$ cat config.mk
export PLATFORM = sky130hd
export DESIGN_NAME = mips_pipe_ctrl_flat
export DESIGN_NICKNAME = d
export VERILOG_FILES = /design/src/rtl/mips_pkg.sv /design/src/rtl/mips_pipe_ctrl_if.sv /design/src/rtl/mips_hazard_fwd.sv /design/src/rtl/mips_pipe_ctrl.sv /design/src/flat_wrapper.sv
export SDC_FILE = /design/constraint.sdc
export NUM_CORES = 1
export LEC_CHECK = 0
export BUFFER_PORTS_ARGS = -buffer_cell sky130_fd_sc_hd__buf_4
export CORE_MARGIN = 1
export CORE_UTILIZATION = 47
export CTS_BUF_LIST = sky130_fd_sc_hd__clkbuf_8
export CTS_CLUSTER_SIZE = 14
export DETAILED_ROUTE_END_ITERATION = 8
export PLACE_DENSITY = 0.85
export SYNTH_ARGS = -nofsm -noshare
export SYNTH_HDL_FRONTEND = slang
export SYNTH_HIERARCHICAL = 1
export SYNTH_SLANG_ARGS = --single-unit
$ cat constraint.sdc
create_clock -name i_clock -period 2.5 [get_ports i_clock]
set_input_delay 0 -clock i_clock [delete_from_list [all_inputs] [get_ports i_clock]]
set_output_delay 0 -clock i_clock [all_outputs]
set_load 0.1 [all_outputs]
$ cat src/rtl/mips_pkg.sv
// Shared types and constants for the MIPS pipeline control block:
// run-mode state encoding, forwarding-select codes and the HALT opcode.
package mips_pkg;

   typedef enum logic [2:0] {
      ST_IDLE = 3'd0,
      ST_LOAD = 3'd1,
      ST_RUN  = 3'd2,
      ST_STEP = 3'd3,
      ST_HALT = 3'd4
   } state_t;

   localparam logic [1:0] FWD_REG   = 2'b00;
   localparam logic [1:0] FWD_EXMEM = 2'b10;
   localparam logic [1:0] FWD_MEMWB = 2'b01;

   localparam logic [5:0] OP_HALT = 6'b111111;

endpackage

$ cat src/rtl/mips_pipe_ctrl_if.sv
// Bundle between the pipeline control block and the datapath/debug side:
// program-load port, run commands, hazard inputs and the resulting enables.
interface mips_pipe_ctrl_if #(
   parameter int DATA_WIDTH = 32,
   parameter int ADDR_WIDTH = 8,
   parameter int REG_BITS   = 5,
   parameter int CNT_WIDTH  = 32
);

   logic                  load_start;
   logic                  load_valid;
   logic [DATA_WIDTH-1:0] load_data;
   logic                  load_done;
   logic                  run;
   logic                  step;
   logic                  halt_wb;
   logic                  branch_taken;
   logic                  idex_memread;
   logic [REG_BITS-1:0]   idex_rs;
   logic [REG_BITS-1:0]   idex_rt;
   logic [REG_BITS-1:0]   ifid_rs;
   logic [REG_BITS-1:0]   ifid_rt;
   logic                  exmem_regwrite;
   logic                  memwb_regwrite;
   logic [REG_BITS-1:0]   exmem_rd;
   logic [REG_BITS-1:0]   memwb_rd;

   logic                  pipe_en;
   logic                  pc_en;
   logic                  ifid_en;
   logic                  flush_ifid;
   logic                  flush_idex;
   logic [1:0]            fwd_a;
   logic [1:0]            fwd_b;
   logic                  imem_we;
   logic [ADDR_WIDTH-1:0] imem_addr;
   logic [DATA_WIDTH-1:0] imem_wdata;
   logic                  load_full;
   logic                  pipe_clear;
   logic [2:0]            state;
   logic [CNT_WIDTH-1:0]  cycle_count;

   modport master (
      output load_start, load_valid, load_data, load_done, run, step, halt_wb,
             branch_taken, idex_memread, idex_rs, idex_rt, ifid_rs, ifid_rt,
             exmem_regwrite, memwb_regwrite, exmem_rd, memwb_rd,
      input  pipe_en, pc_en, ifid_en, flush_ifid, flush_idex, fwd_a, fwd_b,
             imem_we, imem_addr, imem_wdata, load_full, pipe_clear, state,
             cycle_count
   );

   modport slave (
      input  load_start, load_valid, load_data, load_done, run, step, halt_wb,
             branch_taken, idex_memread, idex_rs, idex_rt, ifid_rs, ifid_rt,
             exmem_regwrite, memwb_regwrite, exmem_rd, memwb_rd,
      output pipe_en, pc_en, ifid_en, flush_ifid, flush_idex, fwd_a, fwd_b,
             imem_we, imem_addr, imem_wdata, load_full, pipe_clear, state,
             cycle_count
   );

endinterface

$ cat src/rtl/mips_hazard_fwd.sv
// Combinational load-use stall, branch flush and EX operand forwarding.
// Stall/flush outputs follow pipe_en; forwarding only follows fwd_en.
module mips_hazard_fwd
   import mips_pkg::*;
#(
   parameter int REG_BITS = 5
) (
   input  logic                pipe_en,
   input  logic                fwd_en,
   input  logic                branch_taken,
   input  logic                idex_memread,
   input  logic [REG_BITS-1:0] idex_rs,
   input  logic [REG_BITS-1:0] idex_rt,
   input  logic [REG_BITS-1:0] ifid_rs,
   input  logic [REG_BITS-1:0] ifid_rt,
   input  logic                exmem_regwrite,
   input  logic [REG_BITS-1:0] exmem_rd,
   input  logic                memwb_regwrite,
   input  logic [REG_BITS-1:0] memwb_rd,
   output logic                pc_en,
   output logic                ifid_en,
   output logic                flush_ifid,
   output logic                flush_idex,
   output logic [1:0]          fwd_a,
   output logic [1:0]          fwd_b
);

   logic stall;

   // EX/MEM holds the younger result, so it must win over MEM/WB.
   function automatic logic [1:0] fwd_sel(
      input logic [REG_BITS-1:0] src,
      input logic                em_we,
      input logic [REG_BITS-1:0] em_rd,
      input logic                mw_we,
      input logic [REG_BITS-1:0] mw_rd
   );
      fwd_sel = FWD_REG;
      if (em_we && (em_rd != '0) && (em_rd == src))
         fwd_sel = FWD_EXMEM;
      else if (mw_we && (mw_rd != '0) && (mw_rd == src))
         fwd_sel = FWD_MEMWB;
   endfunction

   assign stall = idex_memread && (idex_rt != '0) &&
                  ((idex_rt == ifid_rs) || (idex_rt == ifid_rt));

   assign pc_en      = pipe_en & ~stall;
   assign ifid_en    = pipe_en & ~stall;
   assign flush_idex = pipe_en & stall;
   // A stalled branch keeps IF/ID intact and resolves again next cycle.
   assign flush_ifid = pipe_en & branch_taken & ~stall;

   assign fwd_a = fwd_en ? fwd_sel(idex_rs, exmem_regwrite, exmem_rd,
                                   memwb_regwrite, memwb_rd) : FWD_REG;
   assign fwd_b = fwd_en ? fwd_sel(idex_rt, exmem_regwrite, exmem_rd,
                                   memwb_regwrite, memwb_rd) : FWD_REG;

endmodule

$ cat src/rtl/mips_pipe_ctrl.sv
// Central control for the 5-stage MIPS pipeline: run-mode FSM, instruction
// memory load port, cycle counter, plus the hazard/forwarding sub-block.
module mips_pipe_ctrl
   import mips_pkg::*;
#(
   parameter int DATA_WIDTH = 32,
   parameter int ADDR_WIDTH = 8,
   parameter int REG_BITS   = 5,
   parameter int CNT_WIDTH  = 32
) (
   input  logic            i_clock,
   input  logic            i_reset,
   mips_pipe_ctrl_if.slave bus
);

   localparam logic [ADDR_WIDTH-1:0] ADDR_LAST = '1;

   state_t                state;
   state_t                state_next;
   logic                  pipe_en;
   logic                  load_entry;
   logic                  imem_we;
   logic                  load_full;
   logic                  pipe_clear;
   logic [ADDR_WIDTH-1:0] addr;
   logic [CNT_WIDTH-1:0]  count;
   logic [DATA_WIDTH-1:0] wdata;

   // NOTE: sequential state uses <= so every register samples pre-edge values.
   always_ff @(posedge i_clock or negedge i_reset) begin
      if (!i_reset) state <= ST_IDLE;
      else          state <= state_next;
   end

   // NOTE: defaults first, so no path through the case can infer a latch.
   always_comb begin
      state_next = state;
      pipe_en    = 1'b0;
      case (state)
         ST_IDLE: begin
            if (bus.load_start)  state_next = ST_LOAD;
            else if (bus.run)    state_next = ST_RUN;
            else if (bus.step)   state_next = ST_STEP;
         end
         ST_LOAD: begin
            if (bus.load_done) state_next = ST_IDLE;
         end
         ST_RUN: begin
            pipe_en = 1'b1;
            if (bus.halt_wb) state_next = ST_HALT;
         end
         ST_STEP: begin
            pipe_en    = 1'b1;
            state_next = bus.halt_wb ? ST_HALT : ST_IDLE;
         end
         ST_HALT: begin
            if (bus.load_start) state_next = ST_LOAD;
         end
         default: state_next = ST_IDLE;
      endcase
   end

   assign load_entry = (state_next == ST_LOAD) && (state != ST_LOAD);
   assign imem_we    = (state == ST_LOAD) && bus.load_valid && !load_full;
   assign wdata      = imem_we ? bus.load_data : '0;

   // Entry into LOAD restarts the image and the cycle count; the clear pulse
   // lands on the first LOAD cycle.
   always_ff @(posedge i_clock or negedge i_reset) begin
      if (!i_reset) begin
         addr       <= '0;
         count      <= '0;
         load_full  <= 1'b0;
         pipe_clear <= 1'b0;
      end else begin
         pipe_clear <= load_entry;
         if (load_entry) begin
            addr      <= '0;
            count     <= '0;
            load_full <= 1'b0;
         end else begin
            if (imem_we) begin
               if (addr == ADDR_LAST) load_full <= 1'b1;
               else                   addr      <= addr + 1'b1;
            end
            if (pipe_en) count <= count + 1'b1;
         end
      end
   end

   assign bus.pipe_en     = pipe_en;
   assign bus.imem_we     = imem_we;
   assign bus.imem_addr   = addr;
   assign bus.imem_wdata  = wdata;
   assign bus.load_full   = load_full;
   assign bus.pipe_clear  = pipe_clear;
   assign bus.state       = state;
   assign bus.cycle_count = count;

   // Reset also forces forwarding to the register file, since it is not
   // otherwise gated by the run mode.
   mips_hazard_fwd #(
      .REG_BITS(REG_BITS)
   ) u_hazard_fwd (
      .pipe_en        (pipe_en),
      .fwd_en         (i_reset),
      .branch_taken   (bus.branch_taken),
      .idex_memread   (bus.idex_memread),
      .idex_rs        (bus.idex_rs),
      .idex_rt        (bus.idex_rt),
      .ifid_rs        (bus.ifid_rs),
      .ifid_rt        (bus.ifid_rt),
      .exmem_regwrite (bus.exmem_regwrite),
      .exmem_rd       (bus.exmem_rd),
      .memwb_regwrite (bus.memwb_regwrite),
      .memwb_rd       (bus.memwb_rd),
      .pc_en          (bus.pc_en),
      .ifid_en        (bus.ifid_en),
      .flush_ifid     (bus.flush_ifid),
      .flush_idex     (bus.flush_idex),
      .fwd_a          (bus.fwd_a),
      .fwd_b          (bus.fwd_b)
   );

endmodule

$ cat src/flat_wrapper.sv
// flat-port wrapper written by rule: the top's interface ports become plain ports
module mips_pipe_ctrl_flat import mips_pkg::*;
#(
   parameter int DATA_WIDTH = 32,
   parameter int ADDR_WIDTH = 8,
   parameter int REG_BITS   = 5,
   parameter int CNT_WIDTH  = 32
)
  (i_clock, i_reset, bus_load_start, bus_load_valid, bus_load_data, bus_load_done, bus_run, bus_step, bus_halt_wb, bus_branch_taken, bus_idex_memread, bus_idex_rs, bus_idex_rt, bus_ifid_rs, bus_ifid_rt, bus_exmem_regwrite, bus_memwb_regwrite, bus_exmem_rd, bus_memwb_rd, bus_pipe_en, bus_pc_en, bus_ifid_en, bus_flush_ifid, bus_flush_idex, bus_fwd_a, bus_fwd_b, bus_imem_we, bus_imem_addr, bus_imem_wdata, bus_load_full, bus_pipe_clear, bus_state, bus_cycle_count);
  mips_pipe_ctrl_if #(.DATA_WIDTH(DATA_WIDTH), .ADDR_WIDTH(ADDR_WIDTH), .REG_BITS(REG_BITS), .CNT_WIDTH(CNT_WIDTH)) bus_i ();
  input  logic i_clock;
  input  logic i_reset;
  input wire logic [$bits(bus_i.load_start)-1:0] bus_load_start;
  input wire logic [$bits(bus_i.load_valid)-1:0] bus_load_valid;
  input wire logic [$bits(bus_i.load_data)-1:0] bus_load_data;
  input wire logic [$bits(bus_i.load_done)-1:0] bus_load_done;
  input wire logic [$bits(bus_i.run)-1:0] bus_run;
  input wire logic [$bits(bus_i.step)-1:0] bus_step;
  input wire logic [$bits(bus_i.halt_wb)-1:0] bus_halt_wb;
  input wire logic [$bits(bus_i.branch_taken)-1:0] bus_branch_taken;
  input wire logic [$bits(bus_i.idex_memread)-1:0] bus_idex_memread;
  input wire logic [$bits(bus_i.idex_rs)-1:0] bus_idex_rs;
  input wire logic [$bits(bus_i.idex_rt)-1:0] bus_idex_rt;
  input wire logic [$bits(bus_i.ifid_rs)-1:0] bus_ifid_rs;
  input wire logic [$bits(bus_i.ifid_rt)-1:0] bus_ifid_rt;
  input wire logic [$bits(bus_i.exmem_regwrite)-1:0] bus_exmem_regwrite;
  input wire logic [$bits(bus_i.memwb_regwrite)-1:0] bus_memwb_regwrite;
  input wire logic [$bits(bus_i.exmem_rd)-1:0] bus_exmem_rd;
  input wire logic [$bits(bus_i.memwb_rd)-1:0] bus_memwb_rd;
  output wire logic [$bits(bus_i.pipe_en)-1:0] bus_pipe_en;
  output wire logic [$bits(bus_i.pc_en)-1:0] bus_pc_en;
  output wire logic [$bits(bus_i.ifid_en)-1:0] bus_ifid_en;
  output wire logic [$bits(bus_i.flush_ifid)-1:0] bus_flush_ifid;
  output wire logic [$bits(bus_i.flush_idex)-1:0] bus_flush_idex;
  output wire logic [$bits(bus_i.fwd_a)-1:0] bus_fwd_a;
  output wire logic [$bits(bus_i.fwd_b)-1:0] bus_fwd_b;
  output wire logic [$bits(bus_i.imem_we)-1:0] bus_imem_we;
  output wire logic [$bits(bus_i.imem_addr)-1:0] bus_imem_addr;
  output wire logic [$bits(bus_i.imem_wdata)-1:0] bus_imem_wdata;
  output wire logic [$bits(bus_i.load_full)-1:0] bus_load_full;
  output wire logic [$bits(bus_i.pipe_clear)-1:0] bus_pipe_clear;
  output wire logic [$bits(bus_i.state)-1:0] bus_state;
  output wire logic [$bits(bus_i.cycle_count)-1:0] bus_cycle_count;
  assign bus_i.load_start = bus_load_start;
  assign bus_i.load_valid = bus_load_valid;
  assign bus_i.load_data = bus_load_data;
  assign bus_i.load_done = bus_load_done;
  assign bus_i.run = bus_run;
  assign bus_i.step = bus_step;
  assign bus_i.halt_wb = bus_halt_wb;
  assign bus_i.branch_taken = bus_branch_taken;
  assign bus_i.idex_memread = bus_idex_memread;
  assign bus_i.idex_rs = bus_idex_rs;
  assign bus_i.idex_rt = bus_idex_rt;
  assign bus_i.ifid_rs = bus_ifid_rs;
  assign bus_i.ifid_rt = bus_ifid_rt;
  assign bus_i.exmem_regwrite = bus_exmem_regwrite;
  assign bus_i.memwb_regwrite = bus_memwb_regwrite;
  assign bus_i.exmem_rd = bus_exmem_rd;
  assign bus_i.memwb_rd = bus_memwb_rd;
  assign bus_pipe_en = bus_i.pipe_en;
  assign bus_pc_en = bus_i.pc_en;
  assign bus_ifid_en = bus_i.ifid_en;
  assign bus_flush_ifid = bus_i.flush_ifid;
  assign bus_flush_idex = bus_i.flush_idex;
  assign bus_fwd_a = bus_i.fwd_a;
  assign bus_fwd_b = bus_i.fwd_b;
  assign bus_imem_we = bus_i.imem_we;
  assign bus_imem_addr = bus_i.imem_addr;
  assign bus_imem_wdata = bus_i.imem_wdata;
  assign bus_load_full = bus_i.load_full;
  assign bus_pipe_clear = bus_i.pipe_clear;
  assign bus_state = bus_i.state;
  assign bus_cycle_count = bus_i.cycle_count;
  mips_pipe_ctrl #(.DATA_WIDTH(DATA_WIDTH), .ADDR_WIDTH(ADDR_WIDTH), .REG_BITS(REG_BITS), .CNT_WIDTH(CNT_WIDTH)) u_core (.i_clock(i_clock), .i_reset(i_reset), .bus(bus_i));
endmodule
==> results of run 1 <==
==> path summary, 6_finish.rpt <==
kind,from,endpoint,depth (start not counted)
max,u_core/bus.state[2],bus_imem_wdata[17],6
min,bus_step,u_core/bus.state[0],3
max reg2reg,u_core/bus.cycle_count[0],u_core/bus.cycle_count[30],5
min reg2reg,u_core/bus.cycle_count[31],u_core/bus.cycle_count[31],2
max in group asynchronous,i_reset,u_core/bus.cycle_count[5],3
min in group asynchronous,i_reset,u_core/bus.cycle_count[22],3
==> cells in the mapped netlist, drive strengths merged, types with 2 or more instances <==
| cell type | instances | share of area (%) |
|---|---|---|
| dfrtp | 45 | 37 |
| and2 | 37 | 7.6 |
| xnor2 | 25 | 7.1 |
| a21oi | 24 | 3.9 |
| nor2 | 24 | 2.9 |
| nand2 | 21 | 2.6 |
| or4 | 20 | 5.1 |
| xor2 | 20 | 5.7 |
| clkbuf | 15 | 1.8 |
| nand3 | 15 | 2.4 |
| o31ai | 13 | 3.2 |
| nand4 | 12 | 2.9 |
| o21ai | 9 | 1.6 |
| nor4 | 8 | 2.0 |
| and3 | 6 | 1.2 |
| inv | 6 | 0.73 |
| or3 | 6 | 1.2 |
| and4 | 5 | 1.5 |
| buf | 5 | 1.1 |
| mux2i | 5 | 1.6 |
| nor3 | 5 | 0.81 |
| a21boi | 2 | 0.49 |
| ha | 2 | 0.81 |
| o41ai | 2 | 0.57 |
==> placed cells by master (no fill, tap or decap), drive strengths merged, types with 2 or more instances in the layout <==
| cell | n |
|---|---|
| a21boi | 2 |
| nor3 | 5 |
| and2 | 37 |
| and3 | 6 |
| mux2i | 5 |
| nand2 | 21 |
| xnor2 | 25 |
| nand3 | 15 |
| clkbuf | 5 |
| o41ai | 2 |
| dfrtp | 45 |
| nand4 | 12 |
| o21ai | 9 |
| buf | 165 |
| o31ai | 13 |
| nor2 | 24 |
| inv | 7 |
| ha | 2 |
| or3 | 6 |
| dlygate4sd3 | 3 |
| xor2 | 20 |
| nor4 | 8 |
| a21oi | 24 |
| or4 | 20 |
| and4 | 5 |
==> cell type report <==
type                            count  area [um^2]  share of cell area [%]
Timing Repair Buffer              168         1269                   27.85
Sequential cell                    45         1141                   25.05
Multi-Input combinational cell    276         1916                   42.05
Tap cell                           77        96.34                   2.115
Inverter                            6        22.52                  0.4944
Clock inverter                      3        42.54                  0.9338
Clock buffer                        5        68.82                   1.511
==> logic make-up (layout without fill, tap and decap cells) <==
kind of cell	Yosys count	in the layout	synth area share, %
AOI/OAI and AO/OA	57	57	11.70
xor gates and xnor gates	45	45	12.80
adders and majority gates	2	2	0.8125
buffers and inverters	26	182	3.657
DFF	45	45	36.57
muxes	5	5	1.625
and+or+nand+nor	167	167	32.83
==> metrics by stage <==
| stage | area [um^2] | setup slack [ns] | hold WS [ns] | setup TNS (ns) |
|---|---|---|---|---|
| after floorplan | 3164 | -0.04931 | -0.2956 | -0.04931 |
| after global placement | 4414 | 0.5475 | 0.1517 | 0 |
| after detailed placement | 4414 | 0.4718 | 0.1527 | 0 |
| after CTS | 4556 | 0.1456 | 0.07044 | 0 |
| after global routing | 4556 | 0.02047 | 0.08922 | 0 |
| final | 4556 | 0.1245 | 0.07726 | 0 |
==> routing by layer <==
layer / track usage, % / part of all wire, %
met4: 5.172 / 0.65
met2: 43.14 / 51
met1: 34.27 / 44
met5: 0 / 0
met3: 3.877 / 4.5
==> sequential cells by signal, summed over array words and instances (netlist names) <==
register	count
u_core/bus.state	3
u_core/bus.imem_addr	8
u_core/bus.cycle_count	32
u_core/bus.load_full	1
u_core/bus.pipe_clear	1
==> worst max-delay path: cells and delay by family (launching register included) <==
family / cells / cell delay [ns]
buffers and inverters: 3 / 0.64
flip-flops: 1 / 0.49
AND/OR/NAND/NOR: 3 / 0.95
==> power by group through the flow <==
stage | clock network (mW) | registers, mW | logic [mW]
floorplan | 0 | 1.27 | 1.41
global placement | 0 | 0.893 | 2.28
detailed placement | 0 | 0.901 | 2.30
CTS | 0.553 | 0.887 | 2.31
global route | 0.584 | 0.899 | 2.39
finish | 0.544 | 0.888 | 2.31
==> impl_metrics.toml, run 1 <==
[status]
run_status = "completed"

[global_route]
antenna_found_initial = 0
grt_pass1_wl_mm = 14.68
grt-ovfl-total = 0
grt_pass1_vias = 3084
grtUsageTotal_pct = 25.35
grt_max_degree = 48

[power]
p_switching_mw = 2.097
combPwrFrac_pct = 61.7
p_int_mw = 1.642
power.share.clock_pct = 14.5
swShare_pct = 56.09
total_power_mw = 3.738
cellLeakagePower_nw = 2.133
vdd_drop_max_uv = 1097
power_frac_seq_pct = 23.8
power-per-cell-area_mw_per_mm2 = 820.6

[clock_network]
postCtsSetupBuffers = 0
cts_buffer_depth = 2
cts_resized = 0
cts_htree_levels = 2
clkSinkCount = 45
cts_tree = "built"
cts_root_buf = "clkbuf_8"
cts_hold_buffers = 3
worstSkewPairLatency_ns = 0.30
clkTransAtPathRegs_ns = 0.08
cts_made_buffers = 5

[route]
dr.pass1.iters = 6
drc = 0
ant_nets = 0
wl_mm = 8.927
num_vias = 3217
wl_per_cell_um = 15.39
vias_per_cell = 5.547
drtIter0Drc = 221

[floorplanning]
die_y_um = 82.94
core_area_mm2 = 0.006350
rows = 29
die_x_um = 82.94
initial_utilization_pct = 48.49
dieArea_mm2 = 0.006879
ios = 161

[timing]
finalCritPeriodShare_pct = 95.02
worst_pin_slew_ns = 0.5763
rsz0062_at_grt = "no"
setup_violations = 0
fin_worst_skew_ns = 0.01059
finalHoldViolCount = 0
finalCriticalPeriod_ns = 2.376
slew_headroom_pct = 61.58
finalMaxSlewViolations = 0
max_clock_freq_ghz = 0.4210

[logic_synthesis]
yosysWarnings = 6
synthDistinctLibCells = 47
syn_area_per_cell_um2 = 8.874
synthCells = 347
ys_seq_area_share_pct = 36.57
synthArstFlopShare_pct = 100.0
synthFlopType = "dfrtp_1"
synth_edf_count = 0
syn_nets = 423
synth_area_mm2 = 0.003079
ys_ff_latch = 45

[final_layout]
nets = 578
syn2layout_area_growth_pct = 47.95
fillCellCount = 512
antenna_cells = 0
layout-drive-gt1-share_pct = 45.13
layoutNonFillerInstCount = 580
utilization_pct = 71.74

[worst_setup_path]
path_class = "reg2out"
crit_top_cell = "buf_4"
rrSetupSlack_ns = 0.45
max_stage_delay_ns = 0.49
cp.required_ns = 2.50
end_kind = "output pin"
crit_fanout = 33
arrival_ns = 2.38
cp_slowest_cell = "dfrtp_2"
cp-start-kind = "flop"
worstPathCellList = "nand4bb_1 -> or2_0 -> inv_1 -> buf_4 -> and2_2 -> buf_4"

[placed_design]
dp_hpwl_mm = 6.870
io_buffers = 160
dp_cells = 569
gp_congestion = 0.9206

[flow_run]
drv_cap = 0

[hold_path]
hold_path.class = "in2reg"
Note: power is estimated with default switching activity, not from simulation.
==> run 2: changes to the inputs <==
--- a/config.mk
+++ b/config.mk
@@ -7,11 +7,12 @@
 export LEC_CHECK = 0
 export BUFFER_PORTS_ARGS = -buffer_cell sky130_fd_sc_hd__buf_4
 export CORE_MARGIN = 1
-export CORE_UTILIZATION = 47
-export CTS_BUF_LIST = sky130_fd_sc_hd__clkbuf_8
+export CORE_UTILIZATION = 46
+export CTS_BUF_LIST = sky130_fd_sc_hd__clkbuf_8 sky130_fd_sc_hd__clkbuf_16
 export CTS_CLUSTER_SIZE = 14
 export DETAILED_ROUTE_END_ITERATION = 8
-export PLACE_DENSITY = 0.85
+export PLACE_DENSITY = 0.83
+export SLEW_MARGIN = 20
 export SYNTH_ARGS = -nofsm -noshare
 export SYNTH_HDL_FRONTEND = slang
 export SYNTH_HIERARCHICAL = 1
==> run 2 against run 1 <==
Compared with the run above:
- the flow now finishes with violations (design-rule violations)
- register-to-register slack about the same
- non-clock buffer count decreased by 2
- fmax increased by 1.5%
- design area decreased by 1.1%
- final cell count decreased by 0.52%
- largest power group unchanged
- count of clock-buffer cells in the layout unchanged
- worst setup slack improved by 0.035 ns
- sequential power about the same
- critical path depth unchanged
- largest cell class unchanged
- clock skew decreased by 0.0055 ns
==> impl_metrics.toml, run 2 (synthesis gave the netlist of run 1 again) <==
[status]
run_status = "finished, violations left"
violations = "design-rule violations"

[floorplanning]
core_area_mm2 = 0.006422
dieArea_mm2 = 0.007025
rows = 29
ios = 161
initial_utilization_pct = 47.94
die_y_um = 83.82
die_x_um = 83.82

[timing]
setup_violations = 0
fin_tns_setup_ns = 0
finalHoldViolCount = 0
layout_setup_ws_ns = 0.1599
holdWs_ns = 0.09479
max_clock_freq_ghz = 0.4273
slew_headroom_pct = 58.57
worst_pin_slew_ns = 0.6202
finalCriticalPeriod_ns = 2.340
finalMaxSlewViolations = 0
finalCritPeriodShare_pct = 93.60
fin_worst_skew_ns = 0.005074
rsz0062_at_grt = "no"

[worst_setup_path]
r2r-start = "u_core/bus.cycle_count[11]"
worstPathCellList = "nand4bb_1 -> or2_0 -> inv_1 -> buf_4 -> and2_2 -> buf_4"
crit_top_cell = "buf_4"
cp.required_ns = 2.50
cp_slowest_cell = "dfrtp_2"
cp-start-kind = "flop"
end_kind = "output pin"
ff2ff_path_depth = 4
rrSetupSlack_ns = 0.45
max_stage_delay_ns = 0.50
crit_fanout = 33
path_class = "reg2out"
arrival_ns = 2.34
crit_family = "simple AND/OR/NAND/NOR gates"
cp_num_buf_inv = 3
worstReg2RegEnd = "u_core/bus.cycle_count[29]"

[clock_network]
postCtsSetupBuffers = 0
cts_hold_buffers = 3
worstSkewPairLatency_ns = 0.29
clkSinkCount = 45
cts_tree = "built"
cts_htree_levels = 2
clkTransAtPathRegs_ns = 0.08
cts_resized = 0
cts_buffer_depth = 2
cts_made_buffers = 5
cts_root_buf = "clkbuf_8"

[final_layout]
fin_area_mm2 = 0.004507
syn2layout_area_growth_pct = 46.36
nets = 576
final_common_cell = "buf_4"
multi_input_area_mm2 = 0.001916
utilization_pct = 70.17
largest_reg_flops = 32
regArea_mm2 = 0.001141
mostFrequentLayoutCells = "163 x buf_4, 33 x dfrtp_1, 25 x xnor2_1"
layoutNonFillerInstCount = 577
antenna_cells = 0
fillCellCount = 503
layout-drive-gt1-share_pct = 44.80

[global_route]
grt-ovfl-total = 0
grtUsageTotal_pct = 24.55
grt_max_degree = 48
grt_pass1_vias = 3003
antenna_found_initial = 0
grt_pass1_wl_mm = 14.24

[power]
total_power_mw = 3.608
cellLeakagePower_nw = 2.110
power-per-cell-area_mw_per_mm2 = 800.5
vdd_drop_max_uv = 857.1

[placed_design]
gp_congestion = 0.8557
io_buffers = 160
dp_cells = 567
dp_hpwl_mm = 6.583
post_dp_cell_area_mm2 = 0.004399
dpl_worst_slack_ns = 0.4753

[hold_path]
min_to = "u_core/bus.state[0]"
hold_path.class = "in2reg"
worstHoldPathCells = 3
holdCritStartpoint = "bus_step"

[route]
dr.pass1.iters = 7
wl_per_cell_um = 14.95
drc = 14
num_vias = 3148
ant_nets = 0
drtIter0Drc = 182
wl_mm = 8.627
vias_per_cell = 5.456

[flow_run]
drv_cap = 0
## run 2: cell count changes in the layout (fill, tap and decap cells not counted), sizes merged
cell and delta:
buf -2, bufinv -1
## run 2: per-layer routing
layer | global-route usage (%) | wire [um] | vias to the layer above
met5 | 0 | 0 | -
met4 | 5.486 | 105 | 0
met3 | 3.759 | 417 | 10
met2 | 42.10 | 4250 | 92
met1 | 32.68 | 3853 | 1493
li1 | - | - | 1553
## run 2: cell type report
cell class | count | area share, %
clock inverters | 2 | 0.1943
repair buffers | 166 | 27.82
flip-flops and latches | 45 | 25.32
multi-input cells | 276 | 42.50
well taps | 77 | 2.138
clock buffers | 5 | 1.527
inverters | 6 | 0.4997
## run 2: how the worst max path moves through the flow
| stage | startpoint | end | slack (ns) | depth (start not counted) |
|---|---|---|---|---|
| finish | u_core/bus.state[1] | bus_imem_wdata[18] | 0.16 | 6 |
| global route | u_core/bus.state[1] | bus_imem_wdata[21] | 0.02 | 6 |
| CTS | u_core/bus.state[1] | bus_imem_wdata[18] | 0.17 | 6 |
| detailed placement | u_core/bus.cycle_count[11] | u_core/bus.cycle_count[27] | 0.48 | 4 |
| global placement | u_core/bus.state[1] | bus_imem_wdata[14] | 0.54 | 6 |
| floorplan | u_core/bus.state[1] | bus_pc_en | -0.05 | 5 |
## run 2: power by group
group | leakage [nW] | internal, mW | switching (mW)
Clock | 0.0452 | 0.186 | 0.233
Combinational | 1.46 | 0.546 | 1.75
Sequential | 0.602 | 0.792 | 0.0956
Total | 2.11 | 1.52 | 2.08
## run 2: worst register-to-register path: stages, from the launching register on
cell	delay (ns)
dfrtp_1	0.44
and3_1	0.26
nand4_1	0.46
or4_1	0.66
a21oi_1	0.16
==> run 3: changes to the inputs <==
--- a/config.mk
+++ b/config.mk
@@ -6,10 +6,10 @@
 export NUM_CORES = 1
 export LEC_CHECK = 0
 export BUFFER_PORTS_ARGS = -buffer_cell sky130_fd_sc_hd__buf_4
+export CORE_ASPECT_RATIO = 1.2
 export CORE_MARGIN = 1
 export CORE_UTILIZATION = 46
 export CTS_BUF_LIST = sky130_fd_sc_hd__clkbuf_8 sky130_fd_sc_hd__clkbuf_16
-export CTS_CLUSTER_SIZE = 14
 export DETAILED_ROUTE_END_ITERATION = 8
 export PLACE_DENSITY = 0.83
 export SLEW_MARGIN = 20
==> run 3 against run 2 <==
Compared with the run above:
- non-clock buffer count rose by 1
- critical path depth did not move
- count of clock-buffer cells in the layout increased by 1
- the run now ends clean
- design area up 0.81%
- final cell count is 1.7% higher
- total power rose by 1.7%
- combinational power about the same
- sequential share of layout area shrank 0.20 points
- wire length is 2.5% higher
==> impl_metrics.toml, run 3 (synthesis gave the netlist of run 1 again) <==
[final_layout]
antenna_cells = 0
mostFrequentLayoutCells = "164 x buf_4, 33 x dfrtp_1, 25 x xnor2_1"
largest_reg_flops = 32
final_common_cell = "buf_4"
fillCellCount = 498
syn2layout_area_growth_pct = 47.54
layout-drive-gt1-share_pct = 45.22
nets = 577
fin_area_mm2 = 0.004543

[timing]
setup_violations = 0
finalCriticalPeriod_ns = 2.317
max_clock_freq_ghz = 0.4315
worst_pin_slew_ns = 0.5812
rsz0062_at_grt = "no"
slew_headroom_pct = 61.18
finalHoldViolCount = 0
fin_worst_skew_ns = 0.003323
finalCritPeriodShare_pct = 92.70
finalMaxSlewViolations = 0

[route]
vias_per_cell = 5.443
num_vias = 3195
drtIter0Drc = 193
wl_per_cell_um = 15.07
dr.pass1.iters = 4
drc = 0
ant_nets = 0
wl_mm = 8.846

[placed_design]
post_dp_cell_area_mm2 = 0.004417
gp_congestion = 0.8762
dp_hpwl_mm = 6.819
io_buffers = 160

[power]
power-per-cell-area_mw_per_mm2 = 807.3
vdd_drop_max_uv = 913.2
cellLeakagePower_nw = 2.120
total_power_mw = 3.668

[floorplanning]
initial_utilization_pct = 47.77
die_x_um = 76.69
dieArea_mm2 = 0.007026
ios = 161
core_area_mm2 = 0.006446
rows = 32
die_y_um = 91.63

[global_route]
grt_pass1_vias = 3038
grtUsageTotal_pct = 25.42
grt-ovfl-total = 0
antenna_found_initial = 0
grt_pass1_wl_mm = 14.57
grt_max_degree = 48

[clock_network]
cts_buffer_depth = 2
clkTransAtPathRegs_ns = 0.08
cts_tree = "built"
cts_made_buffers = 5
clkSinkCount = 45
cts_htree_levels = 2
worstSkewPairLatency_ns = 0.29
postCtsSetupBuffers = 0
cts_root_buf = "clkbuf_8"

[worst_setup_path]
arrival_ns = 2.32
ff2ff_path_depth = 4
path_class = "reg2out"
cp.required_ns = 2.50
cp-start-kind = "flop"
end_kind = "output pin"
crit_fanout = 33

[hold_path]
hold_path.class = "in2reg"
worstHoldPathCells = 3

[flow_run]
drv_cap = 0

[status]
run_status = "completed"
run 3: timing repair:
action	4_1_cts	5_1_grt
resized for setup	0	1
setup endpoints to repair	0	14
endpoints found under the hold margin	46	0
hold buffers	3	0
run 3: per-layer routing:
metal  wire [um]  GRT usage, %  up-vias  share of wire [%]
li1            -             -     1554                  -
met1        3623         32.83     1523                 41
met2        4680         43.75      105                 53
met3         406         3.483       13                4.6
met4         135         7.853        0                1.5
met5           0             0        -                  0
run 3: cell type report:
| cell class | count | area (um^2) | area share (%) |
|---|---|---|---|
| clock buffer | 6 | 82.58 | 1.818 |
| clock inverter | 2 | 13.76 | 0.3029 |
| inverter | 6 | 22.52 | 0.4957 |
| multi-input combinational | 276 | 1916 | 42.16 |
| sequential | 45 | 1141 | 25.12 |
| tap | 85 | 106.4 | 2.341 |
| timing repair buffer | 167 | 1261 | 27.76 |
run 3: final timing paths:
check	start	to	slack [ns]
max in group asynchronous	i_reset	u_core/bus.cycle_count[3]	1.70
min	bus_step	u_core/bus.state[0]	0.07
min in group asynchronous	i_reset	u_core/bus.cycle_count[6]	0.36
max reg2reg	u_core/bus.state[2]	u_core/bus.cycle_count[25]	0.46
max	u_core/bus.state[1]	bus_imem_wdata[18]	0.18
min reg2reg	u_core/bus.cycle_count[31]	u_core/bus.cycle_count[31]	0.56
run 3: critical path, stage by stage (launching register included):
cell	delay [ns]
dfrtp_2	0.50
nand4bb_1	0.34
or2_1	0.36
inv_1	0.08
buf_4	0.26
and2_2	0.20
buf_4	0.28
run 3: metrics by stage:
step	setup slack (ns)	TNS (ns)	instances	util [%]	hold WS [ns]
final	0.1826	0	587	70.48	0.07346
after global routing	0.01426	0	587	70.48	0.08805
after CTS	0.1505	0	587	70.48	0.06513
after detailed placement	0.4890	0	576	68.52	0.1530
after global placement	0.5349	0	576	68.52	0.1511
after floorplan	-0.04931	-0.04931	347	-	-0.2956
run 3: power breakdown:
part	switching, mW	internal, mW
clock	0.248	0.224
combinational	1.76	0.548
sequential	0.0938	0.792
total	2.10	1.56
